### src/rtl/imm_ext_pipe_if.sv
`default_nettype none
// ============================================================================
//  Module      : imm_ext_pipe_if
//  Description : Request/response bundle for the immediate generator.
//                The master drives requests and out_ready; the slave (the
//                generator) drives in_ready, out_valid, out_data and err.
//  Revision    : 1.0 - initial release
// ============================================================================
interface imm_ext_pipe_if #(
    parameter int DATA_W = 32
);
    logic              in_valid;
    logic              in_ready;
    logic [DATA_W-1:0] imm;
    logic [DATA_W-1:0] pc;
    logic [2:0]        mode;
    logic              out_valid;
    logic              out_ready;
    logic [DATA_W-1:0] out_data;
    logic              err;

    modport master (
        output in_valid, imm, pc, mode, out_ready,
        input  in_ready, out_valid, out_data, err
    );

    modport slave (
        input  in_valid, imm, pc, mode, out_ready,
        output in_ready, out_valid, out_data, err
    );
endinterface
`default_nettype wire

### src/rtl/imm_ext_pipe.sv
`default_nettype none
// ============================================================================
//  Module      : imm_ext_pipe
//  Description : Pipelined MIPS immediate generator. Produces sign/zero
//                extended immediates, shifted branch offsets, jump targets
//                and LUI values behind a valid/ready output register with a
//                one-entry skid buffer (2 results of storage in total).
//                Optional macro IMM_EXT_ERR_EN builds a sticky illegal-mode
//                flag on err; without it err is tied to 0.
//  Revision    : 1.0 - initial release
// ============================================================================
module imm_ext_pipe #(
    parameter int DATA_W = 32,
    parameter int IMM_W  = 16,
    parameter int JMP_W  = 26,
    parameter int SHAMT  = 2
) (
    input  logic           clk,
    input  logic           rst_n,
    imm_ext_pipe_if.slave  bus
);

    // Reject parameter sets where the jump field or immediate cannot fit
    generate
        if ((JMP_W + SHAMT >= DATA_W) || (IMM_W > DATA_W)) begin : g_param_check
            $error("imm_ext_pipe: illegal parameters (need JMP_W+SHAMT < DATA_W, IMM_W <= DATA_W)");
        end
    endgenerate

    localparam logic [2:0] C_MODE_SEXT = 3'd0;
    localparam logic [2:0] C_MODE_BOFS = 3'd1;
    localparam logic [2:0] C_MODE_JMP  = 3'd2;
    localparam logic [2:0] C_MODE_ZEXT = 3'd3;
    localparam logic [2:0] C_MODE_LUI  = 3'd4;

    // Bits of PC below this boundary are replaced by the jump index
    localparam logic [DATA_W-1:0] C_JMP_LO_MASK =
        (DATA_W'(1) << (JMP_W + SHAMT)) - DATA_W'(1);

    logic              r_main_valid;
    logic [DATA_W-1:0] r_main_data;
    logic              r_skid_valid;
    logic [DATA_W-1:0] r_skid_data;
    logic              r_in_ready;
    logic              r_err;

    logic              w_accept;
    logic              w_deliver;
    logic [DATA_W-1:0] w_sext;
    logic [DATA_W-1:0] w_zext;
    logic [DATA_W-1:0] w_result;
    logic              w_main_valid_nxt;
    logic [DATA_W-1:0] w_main_data_nxt;
    logic              w_skid_valid_nxt;
    logic [DATA_W-1:0] w_skid_data_nxt;
    logic              w_unused_imm;
    logic              w_unused_pc;

    // Only part of imm/pc feeds the result; fold the rest away explicitly
    assign w_unused_imm = ^bus.imm;
    assign w_unused_pc  = ^bus.pc;

    assign w_accept  = bus.in_valid & r_in_ready;
    assign w_deliver = r_main_valid & bus.out_ready;

    assign w_sext = DATA_W'($signed(bus.imm[IMM_W-1:0]));
    assign w_zext = DATA_W'(bus.imm[IMM_W-1:0]);

    // Operand formation; illegal modes yield zero
    always_comb begin
        w_result = '0;
        case (bus.mode)
            C_MODE_SEXT: w_result = w_sext;
            C_MODE_BOFS: w_result = w_sext << SHAMT;
            C_MODE_JMP:  w_result = (bus.pc & ~C_JMP_LO_MASK)
                                  | (DATA_W'(bus.imm[JMP_W-1:0]) << SHAMT);
            C_MODE_ZEXT: w_result = w_zext;
            C_MODE_LUI:  w_result = w_zext << IMM_W;
            default:     w_result = '0;
        endcase
    end

    // Next-state of the main/skid pair; skid only fills when main is stuck
    always_comb begin
        w_main_valid_nxt = r_main_valid;
        w_main_data_nxt  = r_main_data;
        w_skid_valid_nxt = r_skid_valid;
        w_skid_data_nxt  = r_skid_data;
        if (w_accept && (!r_main_valid || w_deliver)) begin
            w_main_valid_nxt = 1'b1;
            w_main_data_nxt  = w_result;
        end else if (w_accept) begin
            w_skid_valid_nxt = 1'b1;
            w_skid_data_nxt  = w_result;
        end else if (w_deliver && r_skid_valid) begin
            w_main_data_nxt  = r_skid_data;
            w_skid_valid_nxt = 1'b0;
        end else if (w_deliver) begin
            w_main_valid_nxt = 1'b0;
        end
    end

    // Output register, skid register and registered in_ready
    always_ff @(posedge clk) begin
        if (!rst_n) begin
            r_main_valid <= 1'b0;
            r_main_data  <= '0;
            r_skid_valid <= 1'b0;
            r_skid_data  <= '0;
            r_in_ready   <= 1'b0;
        end else begin
            r_main_valid <= w_main_valid_nxt;
            r_main_data  <= w_main_data_nxt;
            r_skid_valid <= w_skid_valid_nxt;
            r_skid_data  <= w_skid_data_nxt;
            r_in_ready   <= ~w_skid_valid_nxt;
        end
    end

`ifdef IMM_EXT_ERR_EN
    logic w_illegal;
    assign w_illegal = (bus.mode > C_MODE_LUI);

    // Sticky flag raised by any accepted illegal-mode request
    always_ff @(posedge clk) begin
        if (!rst_n) begin
            r_err <= 1'b0;
        end else if (w_accept && w_illegal) begin
            r_err <= 1'b1;
        end
    end
`else
    assign r_err = 1'b0;
`endif

    assign bus.in_ready  = r_in_ready;
    assign bus.out_valid = r_main_valid;
    assign bus.out_data  = r_main_data;
    assign bus.err       = r_err;

endmodule
`default_nettype wire
### src/flat_wrapper.sv
// flat-port wrapper written by rule: the top's interface ports become plain ports
module imm_ext_pipe_flat 
#(
    parameter int DATA_W = 32,
    parameter int IMM_W  = 16,
    parameter int JMP_W  = 26,
    parameter int SHAMT  = 2
)
  (clk, rst_n, bus_in_valid, bus_imm, bus_pc, bus_mode, bus_out_ready, bus_in_ready, bus_out_valid, bus_out_data, bus_err);
  imm_ext_pipe_if #(.DATA_W(DATA_W)) bus_i ();
  input  logic clk;
  input  logic rst_n;
  input wire logic [$bits(bus_i.in_valid)-1:0] bus_in_valid;
  input wire logic [$bits(bus_i.imm)-1:0] bus_imm;
  input wire logic [$bits(bus_i.pc)-1:0] bus_pc;
  input wire logic [$bits(bus_i.mode)-1:0] bus_mode;
  input wire logic [$bits(bus_i.out_ready)-1:0] bus_out_ready;
  output wire logic [$bits(bus_i.in_ready)-1:0] bus_in_ready;
  output wire logic [$bits(bus_i.out_valid)-1:0] bus_out_valid;
  output wire logic [$bits(bus_i.out_data)-1:0] bus_out_data;
  output wire logic [$bits(bus_i.err)-1:0] bus_err;
  assign bus_i.in_valid = bus_in_valid;
  assign bus_i.imm = bus_imm;
  assign bus_i.pc = bus_pc;
  assign bus_i.mode = bus_mode;
  assign bus_i.out_ready = bus_out_ready;
  assign bus_in_ready = bus_i.in_ready;
  assign bus_out_valid = bus_i.out_valid;
  assign bus_out_data = bus_i.out_data;
  assign bus_err = bus_i.err;
  imm_ext_pipe #(.DATA_W(DATA_W), .IMM_W(IMM_W), .JMP_W(JMP_W), .SHAMT(SHAMT)) u_core (.clk(clk), .rst_n(rst_n), .bus(bus_i));
endmodule
### config.mk
export PLATFORM = sky130hd
export DESIGN_NAME = imm_ext_pipe_flat
export DESIGN_NICKNAME = d
export VERILOG_FILES = /design/src/rtl/imm_ext_pipe_if.sv /design/src/rtl/imm_ext_pipe.sv /design/src/flat_wrapper.sv
export SDC_FILE = /design/constraint.sdc
export NUM_CORES = 1
export LEC_CHECK = 0
export CAP_MARGIN = 5
export CORE_UTILIZATION = 40
export DETAILED_ROUTE_END_ITERATION = 12
export HOLD_SLACK_MARGIN = 0.02
export PLACE_DENSITY = 0.68
export SYNTH_ARGS = -nofsm -noshare
export SYNTH_HDL_FRONTEND = slang
export SYNTH_SLANG_ARGS = --single-unit
export TNS_END_PERCENT = 100
### constraint.sdc
create_clock -name clk -period 4.3 [get_ports clk]
set_input_delay 0.645 -clock clk [delete_from_list [all_inputs] [get_ports clk]]
set_output_delay 0.645 -clock clk [all_outputs]
set_load 0.005 [all_outputs]
; Word level (Yosys, flattened, before mapping)
; Cells that the tools add are included.
[word_totals]
ff_bits = 67
in_bits = 71
output_inout_bits = 35
elab_cells = 37
[op_classes]
eq_ne = 6
mux = 11
bitwise = 5
n_reduce_logical = 10
[ops]
columns = operator, n
row1 = case mux 32 bit (5 select lines), 1
row2 = 2-to-1 mux 32 bit, 3
row3 = bitwise OR 32 x 28 -> 32 bit, 1
row4 = 2-to-1 mux 1 bit, 7
row5 = "equality test 3 x 2 -> 1 bit, second input constant", 2
row6 = AND reduction 2 bit, 2
row7 = nonzero test 2 bit, 2
row8 = "equality test 3 x 1 -> 1 bit, second input constant", 1
row9 = "equality test 3 bit, second input constant", 1
row10 = zero test 3 bit, 1
row11 = AND reduction 3 bit, 1
row12 = bitwise AND 1 bit, 2
row13 = logical AND 1 bit, 2
row14 = "inequality test 2 x 1 -> 1 bit, second input constant", 1
row15 = "inequality test 2 bit, second input constant", 1
row16 = NOT 1 bit, 2
row17 = zero test 1 bit, 1
row18 = logical OR 1 bit, 1

; Longest topological paths before layout
[logic_depth]
word_depth = 6
mapped_depth = 6
mapped_depth_nobuf = 4

; Worst setup path before layout
; No wires, ideal clock.
[synth_path]
kind = input -> register
from = input port bus_mode[1]
to = register u_core.r_main_data[30] (netlist: u_core.bus.out_data[30])
setup_time_ps = 92
arrival_time_ps = 1696
t_required_ps = 4208
setup_slack_ps = 2512
path_stages = 6
n_path_buf = 2
cell_sequence = buf_2 -> nand2b_4 -> o211ai_2 -> buf_2 -> nor2_1 -> o32ai_1
[synth_via]
elab_chain_len = 3
word_cells_on_any_way = 7
classes_between = 4 x eq/ne / 2 x mux / 1 x reduce/logical
[synth_rtl]
columns = item, line
row1 = "start, declared", flat_wrapper.sv:16  ; input wire logic [$bits(bus_i.mode)-1:0] bus_mode;
row2 = "equality test 3 bit, or another cell as far along", imm_ext_pipe.sv:72  ; case (bus.mode)
row3 = case mux 32 bit (5 select lines) *, imm_ext_pipe.sv:72
row4 = 2-to-1 mux 32 bit *, imm_ext_pipe.sv:89  ; if (w_accept && (!r_main_valid || w_deliver)) begin
row5 = "end signal, assigned", imm_ext_pipe.sv:113  ; r_main_data <= w_main_data_nxt;
row6 = "end, declared", imm_ext_pipe.sv:41  ; logic [DATA_W-1:0] r_main_data;
; Mark *: on every way between the ends. The rest lies on a longest branch, timed or not.
; A chain may end at the register's enable or synchronous reset.

; Worst setup path in the final report
[layout_path]
from = input port bus_mode[1]
to = register u_core.r_main_data[18] (netlist: u_core.bus.out_data[18])
; The elaborated chain is that of the path after synthesis.

==> flow_summary.json <==
{
  "final_area_mm2": 0.00423,
  "netlist_area_mm2": 0.00328,
  "finalCritPeriodShare_pct": 59.7,
  "cts_root_buffer": "clkbuf_8",
  "max_freq_ghz": 0.389,
  "area_growth_pct": 28.6,
  "report.final.slew_viol_count": 0,
  "min_period_ns": 2.57,
  "crit_family": "buffers and inverters",
  "final_nets": 511,
  "dp_slack_ns": 1.36,
  "antenna_found_initial": 0,
  "slowest_stage": "clkdlybuf4s50_1",
  "tightest_slew_ns": 0.730,
  "clkPwrFrac_pct": 39.2,
  "wl_per_cell_um": 17.0,
  "die_h_um": 92.6,
  "antennaDiodeCount": 0,
  "start_util_pct": 41.9,
  "p_sw_share_pct": 25.2,
  "yosysSeqAreaShare_pct": 40.8,
  "finClkSkew_ns": 0.00668,
  "wirelength_um": 9290,
  "grt.overflow.total": 0,
  "worstPathArrival_ns": 2.81,
  "first_iter_violations": 167,
  "pin_count": 106,
  "cts_tree": "done",
  "crit_path_start_kind": "input port",
  "finalSetupTns_ns": 0,
  "synth_flop_cell": "dfxtp_1",
  "switching_power_uw": 372,
  "critPathMaxFanout": 24,
  "hp-start": "u_core.bus.out_data[22]",
  "crit_path_cell_trace": "clkdlybuf4s50_1 > buf_4 > nand2b_4 > o211ai_2 > nor2_1 > o32ai_1",
  "clk_path_buf_depth": 2,
  "post_cts_buffers": 0,
  "critPathMaxStageDelay_ns": 0.65,
  "die_w_um": 92.6,
  "antenna_left": 0,
  "die-area_mm2": 0.00858,
  "grt_pass1_vias": 3028,
  "synth-seq-cells": 67,
  "power.density_mw_per_mm2": 349,
  "pwr-share-comb_pct": 16.2,
  "cts_buffers": 9,
  "core_area_mm2": 0.00785,
  "startpoint": "bus_mode[1]",
  "gp_congestion": 0.810,
  "max_slew_margin_pct": 51.2,
  "drive_gt1_share_pct": 10.6,
  "insertion_delay_ns": 0.34,
  "grt_max_degree": 26,
  "placementRows": 32,
  "syn_nets": 457,
  "timing.rr.start": "u_core.bus.out_valid",
  "clk_pin_slew_ns": 0.07,
  "synth_compound_area_share_pct": 29.3,
  "pwr-share-seq_pct": 44.6,
  "finalSetupViolCount": 0,
  "rsz0062_at_grt": "false",
  "path_class": "input port to register",
  "status": "completed",
  "cts_resized": 0,
  "postCtsHoldBufs": 0,
  "peakVddDrop_mv": 0.170,
  "synth_edf_count": 0,
  "hold_path.class": "register to register",
  "required_ns": 4.54,
  "grt_pass1_wl_um": 15200,
  "synthAdderAreaFrac_pct": 0,
  "dr.pass1.iters": 4,
  "path_buf_inv": 2,
  "netlist_instances": 386,
  "synth_xor_area_share_pct": 1.33,
  "synth_top_family_by_area": "compound AO/OA/AOI/OAI gates",
  "intPower_mw": 1.10,
  "ys_async_sr_fraction_pct": 0,
  "timing_hold_violations_final": 0,
  "postPlaceCellArea_mm2": 0.00401,
  "worst_slack_ns": 1.73,
  "yosysWarningCount": 0,
  "synth_simple_gate_area_share_pct": 19.3,
  "power.leakage_nw": 1.47,
  "port_buffers": 70,
  "route.vias.total": 3135,
  "drc": 0,
  "htreeDepth": 3,
  "crit_path_end_kind": "register",
  "yosys.area.top_type": "dfxtp_1",
  "syn_avg_cell_area_um2": 8.51,
  "dp_hpwl_um": 6320,
  "post_synth_num_cell_types": 39,
  "synthMuxAreaShare_pct": 1.83,
  "clock_sinks": 67,
  "grt_usage_pct": 22.8,
  "max-cap-violations": 0,
  "synth.top_cell.area_share_pct": 40.8,
  "via_per_inst": 5.73,
  "synth_area_leaders": "dfxtp_1 41%, a21oi_1 7.6%, nand3b_1 6.4%, o221a_2 5.1%, nand2_1 4.1%"
}
path summary, 6_finish.rpt:
path,endpoint,slack (ns),depth (start not counted)
setup / recovery,u_core.bus.out_data[18],1.73,6
hold / removal,u_core.bus.out_data[22],0.46,2
setup reg to reg,u_core.bus.out_data[31],2.05,4
hold reg to reg,u_core.bus.out_data[22],0.46,2
synthesized netlist by cell type, types with 9 or more instances:
| cell | instances |
|---|---|
| dfxtp_1 | 67 |
| a21oi_1 | 50 |
| nand2_1 | 36 |
| nand3b_1 | 28 |
| o21ai_0 | 25 |
| nand3_1 | 19 |
| nor2_1 | 19 |
| clkbuf_1 | 17 |
| inv_1 | 17 |
| o221a_2 | 15 |
| o32ai_1 | 15 |
| buf_2 | 10 |
| a21o_1 | 9 |
cells by family after synthesis:
kind of cell           after synthesis
AO/OA/AOI/OAI                      139
AND/OR/NAND/NOR                    118
flip-flops                          67
buffers and inverters               53
multiplexers                         6
XOR/XNOR                             2
other                                1
metal layers:
metal  vias to the layer above  global-route usage [%]  share of wire (%)
met5                         -                       0                  0
met4                         0                    7.31               0.97
met3                         7                    4.93                6.7
met2                       110                    36.2                 46
met1                      1499                    30.7                 46
li1                       1519                       -                  -
final cells by class:
class / count / area (µm²)
clock inverters: 4 / 73.8
well taps: 102 / 128
inverters: 17 / 63.8
fillers: 757 / 3620
repair buffers: 79 / 768
clock buffers: 12 / 145
flip-flops and latches: 67 / 1340
multi-input cells: 266 / 1710
power by group through the flow:
stage | clock [mW] | combinational (mW) | sequential (mW)
final | 0.578 | 0.239 | 0.657
after global routing | 0.623 | 0.261 | 0.660
after CTS | 0.594 | 0.239 | 0.657
after detailed placement | 0 | 0.238 | 0.671
after global placement | 0 | 0.236 | 0.671
after floorplan | 0 | 0.129 | 0.671
worst register-to-register path, delay by kind of cell (launching register included):
family           cells  cell delay [ns]
AO/OA/AOI/OAI        2             0.47
flip-flops           1             0.47
AND/OR/NAND/NOR      2             1.16
sequential cells by signal, indices dropped and copies added (netlist names):
name / cells
u_core.bus.out_data: 32
u_core.r_skid_valid: 1
u_core.r_skid_data: 32
u_core.bus.in_ready: 1
u_core.bus.out_valid: 1
stage by stage:
stage / power, mW / cells / util, % / hold WS (ns)
4_1_cts: 1.49 / 547 / 53.8 / 0.459
6_report: 1.47 / 547 / 53.8 / 0.455
2_1_floorplan: 0.800 / 386 / - / 0.436
3_5_place_dp: 0.909 / 531 / 51.1 / 0.444
3_3_place_gp: 0.906 / 531 / 51.1 / 0.441
5_1_grt: 1.54 / 547 / 53.8 / 0.488
cell usage in the layout (no fill, tap or decap), drive strengths merged, types with 3 or more instances in the layout:
cell type	instances
o31ai	6
inv	17
o32ai	15
nand3	19
buf	9
nand3b	28
or3	6
o211ai	3
dfxtp	67
o221a	15
and2	3
o21ai	27
nand2	36
a221oi	8
nand2b	3
nor2	20
mux2i	6
a21o	9
clkbuf	12
a21oi	51
clkdlybuf4s50	70
(Power assumes the default switching activity.)
==> variant, RTL diff (same settings) <==
`IMM_W` is set to 16 in 2 places; all go to 14.
--- a/src/rtl/imm_ext_pipe.sv
+++ b/src/rtl/imm_ext_pipe.sv
@@ -12,5 +12,5 @@
 module imm_ext_pipe #(
     parameter int DATA_W = 32,
-    parameter int IMM_W  = 16,
+    parameter int IMM_W  = 14,
     parameter int JMP_W  = 26,
     parameter int SHAMT  = 2
--- a/src/flat_wrapper.sv
+++ b/src/flat_wrapper.sv
@@ -3,5 +3,5 @@
 #(
     parameter int DATA_W = 32,
-    parameter int IMM_W  = 16,
+    parameter int IMM_W  = 14,
     parameter int JMP_W  = 26,
     parameter int SHAMT  = 2
Check against the original RTL: not equivalent (a bounded check fails within 4 cycles, from zero or initial values and one cycle with rst_n low).
==> variant against the original RTL <==
Synthesized cell count down 5.4%; worst hold slack improved by 4.4 ps; combinational power down 10%; setup slack better by 42 ps; power grew 2.0%; final area is 2.5% higher; core utilization down 1.4 points; register-to-register slack better by 440 ps; via count shrank 3.5%; area after synthesis up 4.8%; sequential power fell by 2%; routed wire length is 5.9% lower; critical path depth is 1 lower; sequential cell count unchanged.
==> variant: results (changes against the original RTL) <==
Worst-Margin Slew = 964 ps (+235 ps)
Psw = 0.000364 W (-2.0%)
Peak supply drop = 266 uV (+56%)
worst setup path start = bus_mode[0]
R2R Setup Slk = 2490 ps (+440 ps)
global-route wire length before repair = 13900 um (-8.6%)
vias in the first global route = 2809 (-7.2%)
Final HPWL DP = 5920 um (-6.2%)
Hold Slack = 460 ps (+4.43 ps)
Layout Nets = 483 (-5.5%)
crit-path max FO = 14 (-42%)
number of gates resized after cts = 0 (unchanged)
Layout fillers = 761 (+0.53%)
Vias/cell = 5.80 (+1.1%)
Clock Path Buffers = 2 (unchanged)
Synth top cells by count = dfxtp_1 (67), nand3_1 (39), a21oi_1 (20)
Leak = 1.45 nW (-1.6%)
total wire length = 8740 um (-5.9%)
GPL Wtd Cong = 0.843 (+4.1%)
Clock Skews = 8.19 ps (+1.51 ps)
largest net degree at the start of global routing = 63 (+140%)
status = finished clean
Unique masters post-synth = 44 (+13%)
Hold Crit Start = u_core.r_skid_data[0]$_SDFFE_PN0P_
fraction of layout cells with a size suffix above 1 = 0.158 (+0.0527)
total CTS buffers = 9 (unchanged)
Worst Path Arrival = 2730 ps (-80 ps)
synth top area cells = dfxtp_1 (39%), a31oi_4 (6.8%), nand3_1 (5.7%), o221ai_2 (4.8%), o221ai_1 (3.8%)
Iter 0 DRT Violations = 168 (+0.60%)
Tot GR Track Use = 0.200 (-0.0281)
sequential-to-total area share from yosys stat = 0.390 (-0.0188)
CTS H-tree lvls = 3 (unchanged)
placed inst area = 4080 um^2 (+1.9%)
crit-path max cell delay = 850 ps (+200 ps)
[variant: power groups by stage]
stage	clock network [W]	logic [W]	registers, W
after floorplan	0	0.000134	0.000660
after global placement	0	0.000211	0.000660
after detailed placement	0	0.000214	0.000661
after CTS	0.000653	0.000215	0.000646
after global routing	0.000686	0.000230	0.000649
final	0.000643	0.000214	0.000646
[variant: layer usage]
metal  wire length (um)  GRT usage  vias up
met5                  0          0        -
met4                 64     0.0467        0
met3                441     0.0419        5
met2               4270      0.319       85
met1               3960      0.274     1438
li1                   -          -     1497
[variant: final timing paths]
path / cells after the start / to
setup / recovery: 5 / u_core.bus.out_data[13]$_SDFFE_PN0P_
hold / removal: 2 / u_core.r_skid_data[0]$_SDFFE_PN0P_
setup reg to reg: 5 / u_core.r_skid_data[3]$_SDFFE_PN0P_
hold reg to reg: 2 / u_core.r_skid_data[0]$_SDFFE_PN0P_
[variant: through the flow]
stage          worst slack (ps)  power, W  std cells
2_1_floorplan              2700  0.000794        365
3_3_place_gp               1430  0.000871        506
3_5_place_dp               1420  0.000875        506
4_1_cts                    1780   0.00151        522
5_1_grt                    1660   0.00157        522
6_report                   1770   0.00150        522
[variant: cell type report]
cell class / count / area, um^2 / area share
multi-input cells: 254 / 1850 / 0.427
flip-flops and latches: 67 / 1340 / 0.310
repair buffers: 77 / 748 / 0.173
clock buffers: 10 / 138 / 0.0318
well taps: 105 / 131 / 0.0303
clock inverters: 6 / 113 / 0.0260
inverters: 3 / 11.3 / 0.00260
[variant: tightest hold or removal path, stage by stage (launching register included)]
cell,delay (ps)
dfxtp_1,320
nand2_1,50
a21oi_1,50
[variant: cell families (layout without fill, tap and decap cells)]
| family | after synthesis | after routing | share of synthesized area |
|---|---|---|---|
| AOI/OAI and AO/OA | 100 | 100 | 0.260 |
| xor gates and xnor gates | 2 | 2 | 0.0127 |
| buffers and inverters | 44 | 96 | 0.0741 |
| DFF | 67 | 67 | 0.390 |
| other | 1 | 1 | 0.00109 |
| and+or+nand+nor | 151 | 151 | 0.263 |
